File: config.mk
export PLATFORM = sky130hd
export DESIGN_NAME = if_fetch_stage
export DESIGN_NICKNAME = d
export VERILOG_FILES = /design/src/rtl/cpu_pkg.sv /design/src/rtl/if_id_reg.sv /design/src/rtl/if_fetch_stage.sv
export SDC_FILE = /design/constraint.sdc
export NUM_CORES = 1
export LEC_CHECK = 0
export CORE_ASPECT_RATIO = 1.1
export CORE_MARGIN = 3
export CORE_UTILIZATION = 43
export DETAILED_ROUTE_END_ITERATION = 16
export GPL_TIMING_DRIVEN = 1
export PLACE_DENSITY_LB_ADDON = 0.08
export RECOVER_POWER = 50
export SLEW_MARGIN = 10
export SYNTH_ARGS = -nofsm -noshare
export SYNTH_HDL_FRONTEND = slang
export SYNTH_HIERARCHICAL = 1
export SYNTH_SLANG_ARGS = --single-unit
File: constraint.sdc
create_clock -name iCLK -period 2.3 [get_ports iCLK]
set_clock_uncertainty 0.1 [all_clocks]
set_input_delay 0.69 -clock iCLK [delete_from_list [all_inputs] [get_ports iCLK]]
set_output_delay 0.69 -clock iCLK [all_outputs]
set_load 0.05 [all_outputs]
File: src/rtl/cpu_pkg.sv
// Shared definitions for the instruction fetch stage: FSM states, PC-source
// codes, the bubble instruction and the default reset vector.
package cpu_pkg;

    typedef enum logic [1:0] {
        S_REQ     = 2'b00,
        S_DISCARD = 2'b01,
        S_HELD    = 2'b10
    } fetch_state_t;

    localparam logic [1:0] PCSRC_PC4 = 2'b00;
    localparam logic [1:0] PCSRC_BR  = 2'b01;
    localparam logic [1:0] PCSRC_J   = 2'b10;
    localparam logic [1:0] PCSRC_JR  = 2'b11;

    localparam logic [31:0] NOP_INSTR        = 32'h0000_0000;
    localparam logic [31:0] DEFAULT_RESET_PC = 32'h0040_0000;

    // Instruction addresses are word aligned; drop the byte offset bits.
    function automatic logic [31:0] align_word(input logic [31:0] addr);
        return {addr[31:2], 2'b00};
    endfunction

endpackage

File: src/rtl/if_id_reg.sv
// IF/ID pipeline register. Bubble wins over load; with neither asserted the
// register holds its contents.
import cpu_pkg::*;

module if_id_reg (
    input  logic        clk,
    input  logic        srst,
    input  logic        load,
    input  logic        bubble,
    input  logic [31:0] pc_in,
    input  logic [31:0] pc4_in,
    input  logic [31:0] instr_in,
    output logic [31:0] pc,
    output logic [31:0] pc4,
    output logic [31:0] instr,
    output logic        valid
);

    logic [31:0] pc_reg;
    logic [31:0] pc4_reg;
    logic [31:0] instr_reg;
    logic        valid_reg;

    // Register update: reset and bubble clear to an invalid NOP, load captures.
    always_ff @(posedge clk) begin
        if (srst || bubble) begin
            pc_reg    <= 32'h0000_0000;
            pc4_reg   <= 32'h0000_0000;
            instr_reg <= NOP_INSTR;
            valid_reg <= 1'b0;
        end else if (load) begin
            pc_reg    <= pc_in;
            pc4_reg   <= pc4_in;
            instr_reg <= instr_in;
            valid_reg <= 1'b1;
        end
    end

    assign pc    = pc_reg;
    assign pc4   = pc4_reg;
    assign instr = instr_reg;
    assign valid = valid_reg;

endmodule

File: src/rtl/if_fetch_stage.sv
// Instruction fetch stage: owns the PC, issues fetch requests, handles
// redirects that arrive while a request is outstanding (S_DISCARD) and
// parks a fetched word in a skid buffer while the pipeline is stalled (S_HELD).
import cpu_pkg::*;

module if_fetch_stage #(
    parameter logic [31:0] RESET_PC = DEFAULT_RESET_PC
) (
    input  logic        iCLK,
    input  logic        iRST,
    input  logic        iBlockPC,
    input  logic        iBlockIFID,
    input  logic [1:0]  iPCSrc,
    input  logic [31:0] iBranchTarget,
    input  logic [31:0] iJumpTarget,
    input  logic [31:0] iJrTarget,
    output logic [31:0] oIMemAddr,
    output logic        oIMemReq,
    input  logic        iIMemReady,
    input  logic [31:0] iIMemData,
    output logic [31:0] oIF_ID_PC,
    output logic [31:0] oIF_ID_PC4,
    output logic [31:0] oIF_ID_Instr,
    output logic        oIF_ID_Valid,
    output logic [31:0] oPC
);

    fetch_state_t state_reg, state_next;
    logic [31:0]  pc_reg, pc_next;
    logic [31:0]  pending_reg, pending_next;
    logic [31:0]  buf_reg, buf_next;

    logic         stall;
    logic         redirect;
    logic [31:0]  target;
    logic [31:0]  pc_plus4;

    logic         ifid_load;
    logic         ifid_bubble;
    logic [31:0]  ifid_instr;

    assign stall    = iBlockPC | iBlockIFID;
    assign redirect = (iPCSrc != PCSRC_PC4) && !stall;
    assign pc_plus4 = pc_reg + 32'd4;

    // Next-PC target mux for the three redirect sources.
    always_comb begin
        target = align_word(pc_plus4);
        case (iPCSrc)
            PCSRC_BR: target = align_word(iBranchTarget);
            PCSRC_J:  target = align_word(iJumpTarget);
            PCSRC_JR: target = align_word(iJrTarget);
            default:  target = align_word(pc_plus4);
        endcase
    end

    // State, PC, pending-target and skid-buffer registers.
    always_ff @(posedge iCLK) begin
        if (iRST) begin
            state_reg   <= S_REQ;
            pc_reg      <= RESET_PC;
            pending_reg <= 32'h0000_0000;
            buf_reg     <= 32'h0000_0000;
        end else begin
            state_reg   <= state_next;
            pc_reg      <= pc_next;
            pending_reg <= pending_next;
            buf_reg     <= buf_next;
        end
    end

    // Fetch FSM: next state, next PC and IF/ID control.
    always_comb begin
        state_next   = state_reg;
        pc_next      = pc_reg;
        pending_next = pending_reg;
        buf_next     = buf_reg;
        ifid_load    = 1'b0;
        ifid_bubble  = 1'b0;
        ifid_instr   = iIMemData;

        case (state_reg)
            S_REQ: begin
                if (iIMemReady) begin
                    if (redirect) begin
                        // Wrong-path word: drop it and restart at the target.
                        ifid_bubble = 1'b1;
                        pc_next     = target;
                    end else if (stall) begin
                        // Word arrived but pipeline is frozen; park it.
                        buf_next   = iIMemData;
                        state_next = S_HELD;
                    end else begin
                        ifid_load = 1'b1;
                        pc_next   = pc_plus4;
                    end
                end else begin
                    if (redirect) begin
                        // Request in flight cannot be withdrawn; remember
                        // where to go once its response has been absorbed.
                        pending_next = target;
                        ifid_bubble  = 1'b1;
                        state_next   = S_DISCARD;
                    end else if (!stall) begin
                        ifid_bubble = 1'b1;
                    end
                end
            end

            S_DISCARD: begin
                if (!stall) begin
                    ifid_bubble = 1'b1;
                end
                if (redirect) begin
                    pending_next = target;
                end
                if (iIMemReady) begin
                    pc_next    = redirect ? target : pending_reg;
                    state_next = S_REQ;
                end
            end

            S_HELD: begin
                if (redirect) begin
                    ifid_bubble = 1'b1;
                    pc_next     = target;
                    state_next  = S_REQ;
                end else if (!stall) begin
                    ifid_load  = 1'b1;
                    ifid_instr = buf_reg;
                    pc_next    = pc_plus4;
                    state_next = S_REQ;
                end
            end

            default: begin
                state_next = S_REQ;
            end
        endcase
    end

    if_id_reg u_if_id_reg (
        .clk      (iCLK),
        .srst     (iRST),
        .load     (ifid_load),
        .bubble   (ifid_bubble),
        .pc_in    (pc_reg),
        .pc4_in   (pc_plus4),
        .instr_in (ifid_instr),
        .pc       (oIF_ID_PC),
        .pc4      (oIF_ID_PC4),
        .instr    (oIF_ID_Instr),
        .valid    (oIF_ID_Valid)
    );

    assign oIMemReq  = (state_reg != S_HELD);
    assign oIMemAddr = pc_reg;
    assign oPC       = pc_reg;

endmodule

==> results of run 1 <==
==> through the flow <==
| stage | total power, mW | util (%) | cell area, sq um | instances | setup WS [ps] |
|---|---|---|---|---|---|
| after detailed placement | 5.23 | 60.7 | 13100 | 1651 | -573 |
| after CTS | 8.35 | 63.3 | 13700 | 1682 | 17.4 |
| after floorplan | 4.56 | - | 9680 | 1077 | -109 |
| after global placement | 5.21 | 60.7 | 13100 | 1651 | -501 |
| final | 8.24 | 62.2 | 13500 | 1687 | 108 |
| after global routing | 8.56 | 62.2 | 13500 | 1687 | 17.8 |
==> worst min path at each step <==
| stage | cells after the start | startpoint | to |
|---|---|---|---|
| after CTS | 2 | buf_reg[31] | buf_reg[31] |
| final | 2 | buf_reg[1] | buf_reg[1] |
| after global placement | 2 | buf_reg[31] | buf_reg[31] |
| after global routing | 2 | buf_reg[31] | buf_reg[31] |
| after detailed placement | 2 | buf_reg[3] | buf_reg[3] |
| after floorplan | 2 | buf_reg[0] | buf_reg[0] |
==> layout make-up <==
type                            instances  area (sq um)
Antenna cell                            1          2.50
Clock buffer                           17           425
Tap cell                              290           363
Fill cell                            1992          8190
Timing Repair Buffer                  409          3460
Clock inverter                         14           193
Sequential cell                       195          3930
Multi-Input combinational cell        747          5040
Inverter                               14          52.6
==> timing repair <==
action | 4_1_cts | 5_1_grt
buffers inserted | 0 | 2
setup endpoints to repair | 73 | 57
gates cloned | 0 | 2
hold buffers | 0 | 0
gates resized for setup | 55 | 18
hold endpoints to repair | 0 | 0
pin swaps | 0 | 4
==> placed cells by master, fill, tap and decap left out, types with 6 or more instances in the layout <==
cell type	n
a211oi_1	33
dlygate4sd2_1	51
buf_12	21
dfxtp_2	19
buf_4	103
mux2_2	60
clkbuf_1	49
and3_1	6
a31oi_1	6
dfxtp_1	176
mux2i_1	102
nand2b_1	7
nor2_1	171
nand2_1	91
nand3_1	19
nor3_1	10
a22oi_1	24
o211ai_1	6
nand4_1	12
clkbuf_16	19
and4_1	6
inv_1	13
o32ai_1	6
xnor2_1	21
o21ai_0	18
a311oi_1	6
a21oi_1	47
clkbuf_2	51
clkdlybuf4s50_1	122
==> cells by family (layout without fill, tap and decap cells) <==
family,Yosys count,after routing,synth area share [%]
xor+xnor,26,26,2.37
simple gates,365,365,17.6
other cells,0,1,0
mux,164,164,17.9
flops,195,195,40.6
fa+ha+maj,1,1,0.130
buf+inv,135,454,7.74
compound gates,191,191,13.6
==> tightest hold or removal path, delay by kind of cell (launching register included) <==
kind             cells  cell delay [ps]
AND/OR/NAND/NOR      1               50
AO/OA/AOI/OAI        1               50
flip-flops           1              310
==> power groups by stage <==
stage | combinational (mW) | clock [mW] | sequential (mW)
after floorplan | 0.739 | 0 | 3.82
after global placement | 1.57 | 0 | 3.64
after detailed placement | 1.58 | 0 | 3.65
after CTS | 1.58 | 3.21 | 3.57
after global routing | 1.65 | 3.33 | 3.58
final | 1.54 | 3.13 | 3.57
==> routing by layer <==
metal | vias to the layer above | GRT usage (%)
met4 | 0 | 6.72
met1 | 4181 | 30.3
met2 | 332 | 37.4
met5 | - | 0
met3 | 44 | 5.57
li1 | 4388 | -
==> flow_summary.toml, run 1 <==
[run_status]
status = "finished, final reports clean"

[worst_setup_path]
cp.buffers_inverters = 2
crit_path_end_kind = "flop"
max_stage_delay_ps = 440
rr_endpoint = "oIMemAddr[18]"
path_class = "primary input to flop"
reg2reg_slack_ps = 150
cp.required_ps = 2530
startpoint = "iPCSrc[0]"
ff2ff_path_depth = 7
worstReg2RegStart = "oIMemAddr[2]"
path_delay_family = "simple AND/OR/NAND/NOR gates"
crit_slowest_cell = "or3_4"
crit_chain = "dlygate4sd2_1 -> or2_4 -> or3_4 -> clkbuf_16 -> mux2_2 -> mux2i_1 -> nor2_1"
cp.arrival_ps = 2430
cp-endpoint = "u_if_id_reg/instr[26]"
worst-path-stages = 7
worstSetupStartpointType = "primary input"
crit_fanout = 16

[sta]
slew_viol_final = 0
holdWs_ps = 354
setup_viol = 0
fin_crit_sh_pct = 95.3
rsz0062_at_grt = "false"
tightest_slew_ps = 700
period_needed_ps = 2190
finalHoldViolations = 0
slew-limit-headroom_pct = 53.5
fin_setup_tns_ps = 0
clock.fmax_mhz = 456

[global_routing]
first_global_vias = 8438
antenna_found_initial = 1
grt_pass1_wl_um = 44600
track_usage_pct = 23.0
grt_max_degree = 40
grt_overflow = 0

[synthesis]
netlist_area_sq_mm = 0.00961
syn_area_per_cell_sq_um = 8.92
synthCells = 1077
synth_cell_types = 71
yosys-top-cells-area = "dfxtp_1 41%, mux2i_1 11%, mux2_2 7.1%"
synthFlopType = "dfxtp_1"
yosysMostFrequentCell = "dfxtp_1"
async_flop_share_pct = 0
yosys.area.top_type = "dfxtp_1"
yosysSeqAreaShare_pct = 40.6
synth_common_cells = "195 x dfxtp_1, 172 x nor2_1, 102 x mux2i_1, 92 x nand2_1, 61 x mux2_2"
synth_edf_count = 0
ys_seq_elements = 195
netlist.area_leader.share_pct = 40.6
synth_warnings = 6
syn-num-nets = 1213

[detailed_routing]
wl_met1_um = 13000
drc = 0
dr.pass1.iters = 5
viasPerCell = 5.30
wl_per_cell_um = 17.3
wl_met2_um = 13400
vias = 8945
postRouteWirelength_um = 29200
met3_length_um = 2070
drtIter0Drc = 624
highest_layer = "met4"
ant_nets = 0

[pwr]
p_seq_share_pct = 43.3
power_frac_clock_pct = 38.0
combPwrFrac_pct = 18.7
power.density_mw_per_mm2 = 612
p_int_mw = 5.91
p_switching_mw = 2.33
p_sw_share_pct = 28.3
peakVddDrop_v = 0.000402
p_leak_nw = 5.36

[cts]
cts_tree = "done"
numCtsBuffers = 17
clockBufferDepth = 2
cts_root_buffer = "clkbuf_16"
clk_pin_slew_ps = 80
cts_sinks = 195
htreeDepth = 4
clk_latency_ps = 440

[die]
rows = 56
start_util_pct = 44.4
fp.dieW_um = 149
core_sq_mm = 0.0217
fp.dieArea_sq_mm = 0.0242
die_h_um = 163
ios = 297

[placed_design]
io_buffers = 290
gp_congestion = 0.867
post-dp-hpwl_um = 21600

[run]
cap_violations = 0

[final_layout]
area_growth_pct = 40.1
drive_gt1_share_pct = 23.5
fin_nets = 1520

[hold_path]
min_path_type = "flop to flop"
Power figures use the tool's default switching activity.
==> inputs of run 2 (changes only) <==
--- a/config.mk
+++ b/config.mk
@@ -5,9 +5,12 @@
 export SDC_FILE = /design/constraint.sdc
 export NUM_CORES = 1
 export LEC_CHECK = 0
+export CAP_MARGIN = 0
+export CELL_PAD_IN_SITES_DETAIL_PLACEMENT = 1
+export CELL_PAD_IN_SITES_GLOBAL_PLACEMENT = 1
 export CORE_ASPECT_RATIO = 1.1
 export CORE_MARGIN = 3
-export CORE_UTILIZATION = 43
+export CORE_UTILIZATION = 31
 export DETAILED_ROUTE_END_ITERATION = 16
 export GPL_TIMING_DRIVEN = 1
 export PLACE_DENSITY_LB_ADDON = 0.08
==> run 2 against run 1 <==
Against the previous run: via count rose by 0.46%; clock power fell by 4%; die area rose by 37%; global-route usage fell by 3.2 points; highest routed layer is now met5; worst setup slack got worse by 63 ps; largest cell class unchanged; count of clock-buffer cells in the layout rose by 4.
==> flow_summary.toml, run 2 (synthesis gave the netlist of run 1 again) <==
[placed_design]
place_area_sq_mm = 0.0135
dpl.cell_count = 1782
io_buffers = 290
pre_cts_ws_ps = -582
post-dp-hpwl_um = 24600
gp_congestion = 0.785

[die]
die_h_um = 191
ios = 297
core_sq_mm = 0.0301
fp.dieW_um = 174
rows = 66
fp.dieArea_sq_mm = 0.0331
start_util_pct = 32.0

[detailed_routing]
viasPerCell = 4.94
dr.pass1.iters = 4
drc = 0
wl_per_cell_um = 18.3
postRouteWirelength_um = 33300
ant_nets = 0
vias = 8986
drtIter0Drc = 344

[cts]
clockBufferDepth = 2
cts_tree = "done"
htreeDepth = 4
clk_pin_slew_ps = 70
cts_sinks = 195
cts_root_buffer = "clkbuf_16"
numCtsBuffers = 17
clk_latency_ps = 440

[sta]
clock.fmax_mhz = 443
setup_viol = 0
fin_crit_sh_pct = 98.1
holdWs_ps = 354
slew_viol_final = 0
post-route-worst-setup-slack_ps = 44.6
finalHoldViolations = 0
tightest_slew_ps = 690
period_needed_ps = 2260
rsz0062_at_grt = "false"
slew-limit-headroom_pct = 54.2
fin_setup_tns_ps = 0

[pwr]
p_leak_nw = 5.37
power.density_mw_per_mm2 = 598
power.total_mw = 8.15
peakVddDrop_v = 0.000508

[final_layout]
stdcell_area_sq_mm = 0.0136
layout_commonest_cell = "dfxtp_1"
area_growth_pct = 42.0
fin_nets = 1534
final_util_pct = 45.4
stdcell_count = 1820
nFillCells = 3531
drive_gt1_share_pct = 24.2
final_cell_mix = "177 x dfxtp_1, 171 x nor2_1, 123 x clkdlybuf4s50_1"

[worst_setup_path]
worstSetupStartpointType = "primary input"
max_stage_delay_ps = 460
crit_path_end_kind = "flop"
crit_fanout = 8
crit_slowest_cell = "or3_4"
cp.arrival_ps = 2490
cp.required_ps = 2530
path_class = "primary input to flop"
crit_chain = "dlygate4sd2_1 -> buf_6 -> or2_4 -> or3_4 -> buf_12 -> mux2_4 -> mux2i_1 -> nor2_1"

[global_routing]
grt_pass1_wl_um = 52600
track_usage_pct = 19.8
grt_max_degree = 36
antenna_found_initial = 2
grt_overflow = 0
first_global_vias = 9326

[hold_path]
min_path_type = "flop to flop"

[run]
cap_violations = 0

[run_status]
status = "finished, final reports clean"
[run 2: cell count changes in the layout (fill, tap and decap cells not counted), moves of 3 or more]
cell           before  now
clkbuf_1           49   58
clkbuf_2           51   59
dlygate4sd2_1      51   44
buf_12             21   24
buf_6               5    2
clkbuf_4            1    4
clkbuf_8            0    3
o21ai_0            18   21
o21ai_1             4    1
[run 2: worst paths after layout]
path	slack [ps]	from	endpoint	depth (start not counted)
worst max register to register	150	oIMemAddr[3]	oIMemAddr[18]	7
worst min register to register	350	buf_reg[20]	buf_reg[20]	2
worst min-delay path	350	buf_reg[20]	buf_reg[20]	2
worst max-delay path	40	iPCSrc[0]	u_if_id_reg/instr[22]	8
[run 2: layout make-up]
class | instances | area (sq um) | area share, %
clock inverter | 11 | 115 | 0.844
inverter | 14 | 52.6 | 0.385
sequential | 195 | 3930 | 28.8
multi-input combinational | 747 | 5040 | 36.9
clock buffer | 21 | 470 | 3.45
antenna | 1 | 2.50 | 0.0183
tap | 408 | 510 | 3.74
timing repair buffer | 423 | 3530 | 25.9
[run 2: metal layers]
layer,GRT usage [%],vias to the layer above,part of all wire [%]
met3,3.72,30,4.0
met5,0,-,0.039
met4,5.97,2,1.7
met2,32.8,224,47
met1,26.2,4307,47
li1,-,4423,-
[run 2: report_power, final]
| part | switching, mW | internal [mW] | leakage [nW] |
|---|---|---|---|
| Clock | 1.40 | 1.61 | 0.287 |
| Sequential | 0.0766 | 3.49 | 1.59 |
| Combinational | 0.889 | 0.692 | 3.49 |
[run 2: critical path: cells and delay by family]
kind | cells | cell delay, ps
buffers and inverters | 3 | 550
multiplexers | 2 | 450
AND/OR/NAND/NOR | 3 | 790
[run 2: what timing repair did]
action	in CTS	in global routing
gates cloned	2	0
resized for setup	51	8
pin swaps	4	1
endpoints found under the setup margin	152	108
hold buffers	0	0
setup buffers	3	0
==> inputs of run 3 (changes only) <==
--- a/config.mk
+++ b/config.mk
@@ -13,7 +13,7 @@
 export CORE_UTILIZATION = 31
 export DETAILED_ROUTE_END_ITERATION = 16
 export GPL_TIMING_DRIVEN = 1
-export PLACE_DENSITY_LB_ADDON = 0.08
+export PLACE_DENSITY_LB_ADDON = 0.1
 export RECOVER_POWER = 50
 export SLEW_MARGIN = 10
 export SYNTH_ARGS = -nofsm -noshare
==> run 3 against run 2 <==
Against the previous run: utilization about the same; first-iteration DRC count is 20% higher; design area barely moved; critical path depth down 6; via count fell by 0.71%; cell count down 0.16%; sequential power is essentially flat; sequential share of layout area hardly changed; critical path type is now flop to output pin.
==> flow_summary.toml, run 3 (synthesis gave the netlist of run 1 again) <==
[detailed_routing]
viasPerCell = 4.91
postRouteWirelength_um = 33100
drtIter0Drc = 412
wl_per_cell_um = 18.2
ant_nets = 0
dr.pass1.iters = 5
drc = 0
vias = 8922

[worst_setup_path]
worstReg2RegStart = "oIMemAddr[22]"
worst-path-stages = 2
cp-endpoint = "oPC[23]"
reg2reg_slack_ps = 150
cp.required_ps = 1510
crit_chain = "clkbuf_2 -> clkbuf_4"
cp.buffers_inverters = 2
crit_slowest_cell = "dfxtp_1"
crit_path_end_kind = "output pin"
cp.arrival_ps = 1420
path_class = "flop to output pin"
rr_endpoint = "oIMemAddr[27]"
max_stage_delay_ps = 450
startpoint = "oIMemAddr[23]"
worstSetupStartpointType = "flop"
crit_fanout = 6
path_delay_family = "buffers and inverters"
ff2ff_path_depth = 5

[pwr]
p_sw_share_pct = 29.4
p_switching_mw = 2.37
p_leak_nw = 5.38
combPwrFrac_pct = 19.5
p_seq_share_pct = 44.3
power.density_mw_per_mm2 = 591
p_int_mw = 5.70
power_frac_clock_pct = 36.2
peakVddDrop_v = 0.000539

[cts]
clk_pin_slew_ps = 70
numCtsBuffers = 17
htreeDepth = 4
cts_root_buffer = "clkbuf_16"
clockBufferDepth = 2
cts_tree = "done"
cts_sinks = 195
clk_latency_ps = 450

[hold_path]
worstHoldStart = "buf_reg[26]"
min_path_type = "flop to flop"

[placed_design]
post-dp-hpwl_um = 24900
dpl.cell_count = 1781
place_area_sq_mm = 0.0135
io_buffers = 290
gp_congestion = 0.823

[global_routing]
use_met2_pct = 33.6
grt_overflow = 0
first_global_vias = 9110
grt_max_degree = 39
track_usage_pct = 19.6
grt_util_met1_pct = 25.4
met3_usage_pct = 3.96
grt_busiest_layer = "met2"
grt_pass1_wl_um = 51700
antenna_found_initial = 2

[final_layout]
drive_gt1_share_pct = 24.2
final_cell_mix = "177 x dfxtp_1, 171 x nor2_1, 122 x clkdlybuf4s50_1"
nFillCells = 3546
fin_nets = 1531
stdcell_count = 1817
area_growth_pct = 42.1
layout_commonest_cell = "dfxtp_1"
stdcell_area_sq_mm = 0.0136

[sta]
slew_viol_final = 0
rsz0062_at_grt = "false"
tightest_slew_ps = 683
finalHoldViolations = 0
setup_viol = 0
fin_crit_sh_pct = 96.3
period_needed_ps = 2210
clock.fmax_mhz = 452
holdWs_ps = 356
slew-limit-headroom_pct = 54.7

[die]
ios = 297
die_h_um = 191
core_sq_mm = 0.0301
fp.dieW_um = 174
rows = 66
start_util_pct = 32.0
fp.dieArea_sq_mm = 0.0331

[run]
cap_violations = 0

[run_status]
status = "finished, final reports clean"
run 3: cell count changes in the layout (fill, tap and decap cells not counted), moves of 2 or more:
cell,delta
clkinvlp_4,+2
dlygate4sd2_1,+6
clkbuf_1,-8
buf_6,-2
clkbuf_8,-3
clkbuf_4,-2
bufbuf_16,+2
buf_4,+3
run 3: worst register-to-register path: cells and delay by family (launching register included):
| family | cells | cell delay (ps) |
|---|---|---|
| simple gates | 4 | 1160 |
| flops | 1 | 540 |
| compound gates | 1 | 250 |
run 3: metal layers:
metal | part of all wire (%) | wire (um) | up-vias
li1 | - | - | 4420
met1 | 47 | 15500 | 4266
met2 | 48 | 15900 | 215
met3 | 4.4 | 1450 | 19
met4 | 0.87 | 287 | 2
met5 | 0.021 | 7 | -
run 3: cell type report:
type	instances	area (sq um)	area share, %
well taps	408	510	3.74
repair buffers	420	3560	26.1
flip-flops and latches	195	3930	28.8
clock inverters	13	126	0.926
clock buffers	19	433	3.17
multi-input cells	747	5030	36.9
inverters	14	52.6	0.385
diodes	1	2.50	0.0183
run 3: how the worst min path moves through the flow:
stage               slack, ps           to  cells after the start
finish                    360  buf_reg[26]                      2
detailed placement        350  buf_reg[12]                      2
global route              380  buf_reg[25]                      2
global placement          340   buf_reg[8]                      2
floorplan                 330   buf_reg[0]                      2
CTS                       360  buf_reg[26]                      2
run 3: stage by stage:
stage | setup TNS [ps] | total power, mW | util, % | worst slack [ps]
final | 0 | 8.07 | 45.4 | 85.3
after global routing | 0 | 8.45 | 45.4 | 10.6
after global placement | -69680 | 5.27 | 44.8 | -514
after floorplan | -2920 | 4.56 | - | -109
after CTS | -219 | 8.25 | 46.8 | -23.6
after detailed placement | -75640 | 5.29 | 44.8 | -600
run 3: what timing repair did:
item | in CTS | in global routing
endpoints found under the hold margin | 0 | 0
gates cloned | 3 | 0
setup buffers | 0 | 0
gates resized for setup | 54 | 7
pin swaps | 2 | 2
endpoints found under the setup margin | 80 | 79
hold buffers | 0 | 0
run 3: power groups by stage:
stage / clock network [mW] / logic [mW] / registers, mW
floorplan: 0 / 0.739 / 3.82
global placement: 0 / 1.62 / 3.65
detailed placement: 0 / 1.64 / 3.65
CTS: 3.03 / 1.65 / 3.57
global route: 3.16 / 1.70 / 3.59
finish: 2.93 / 1.57 / 3.57
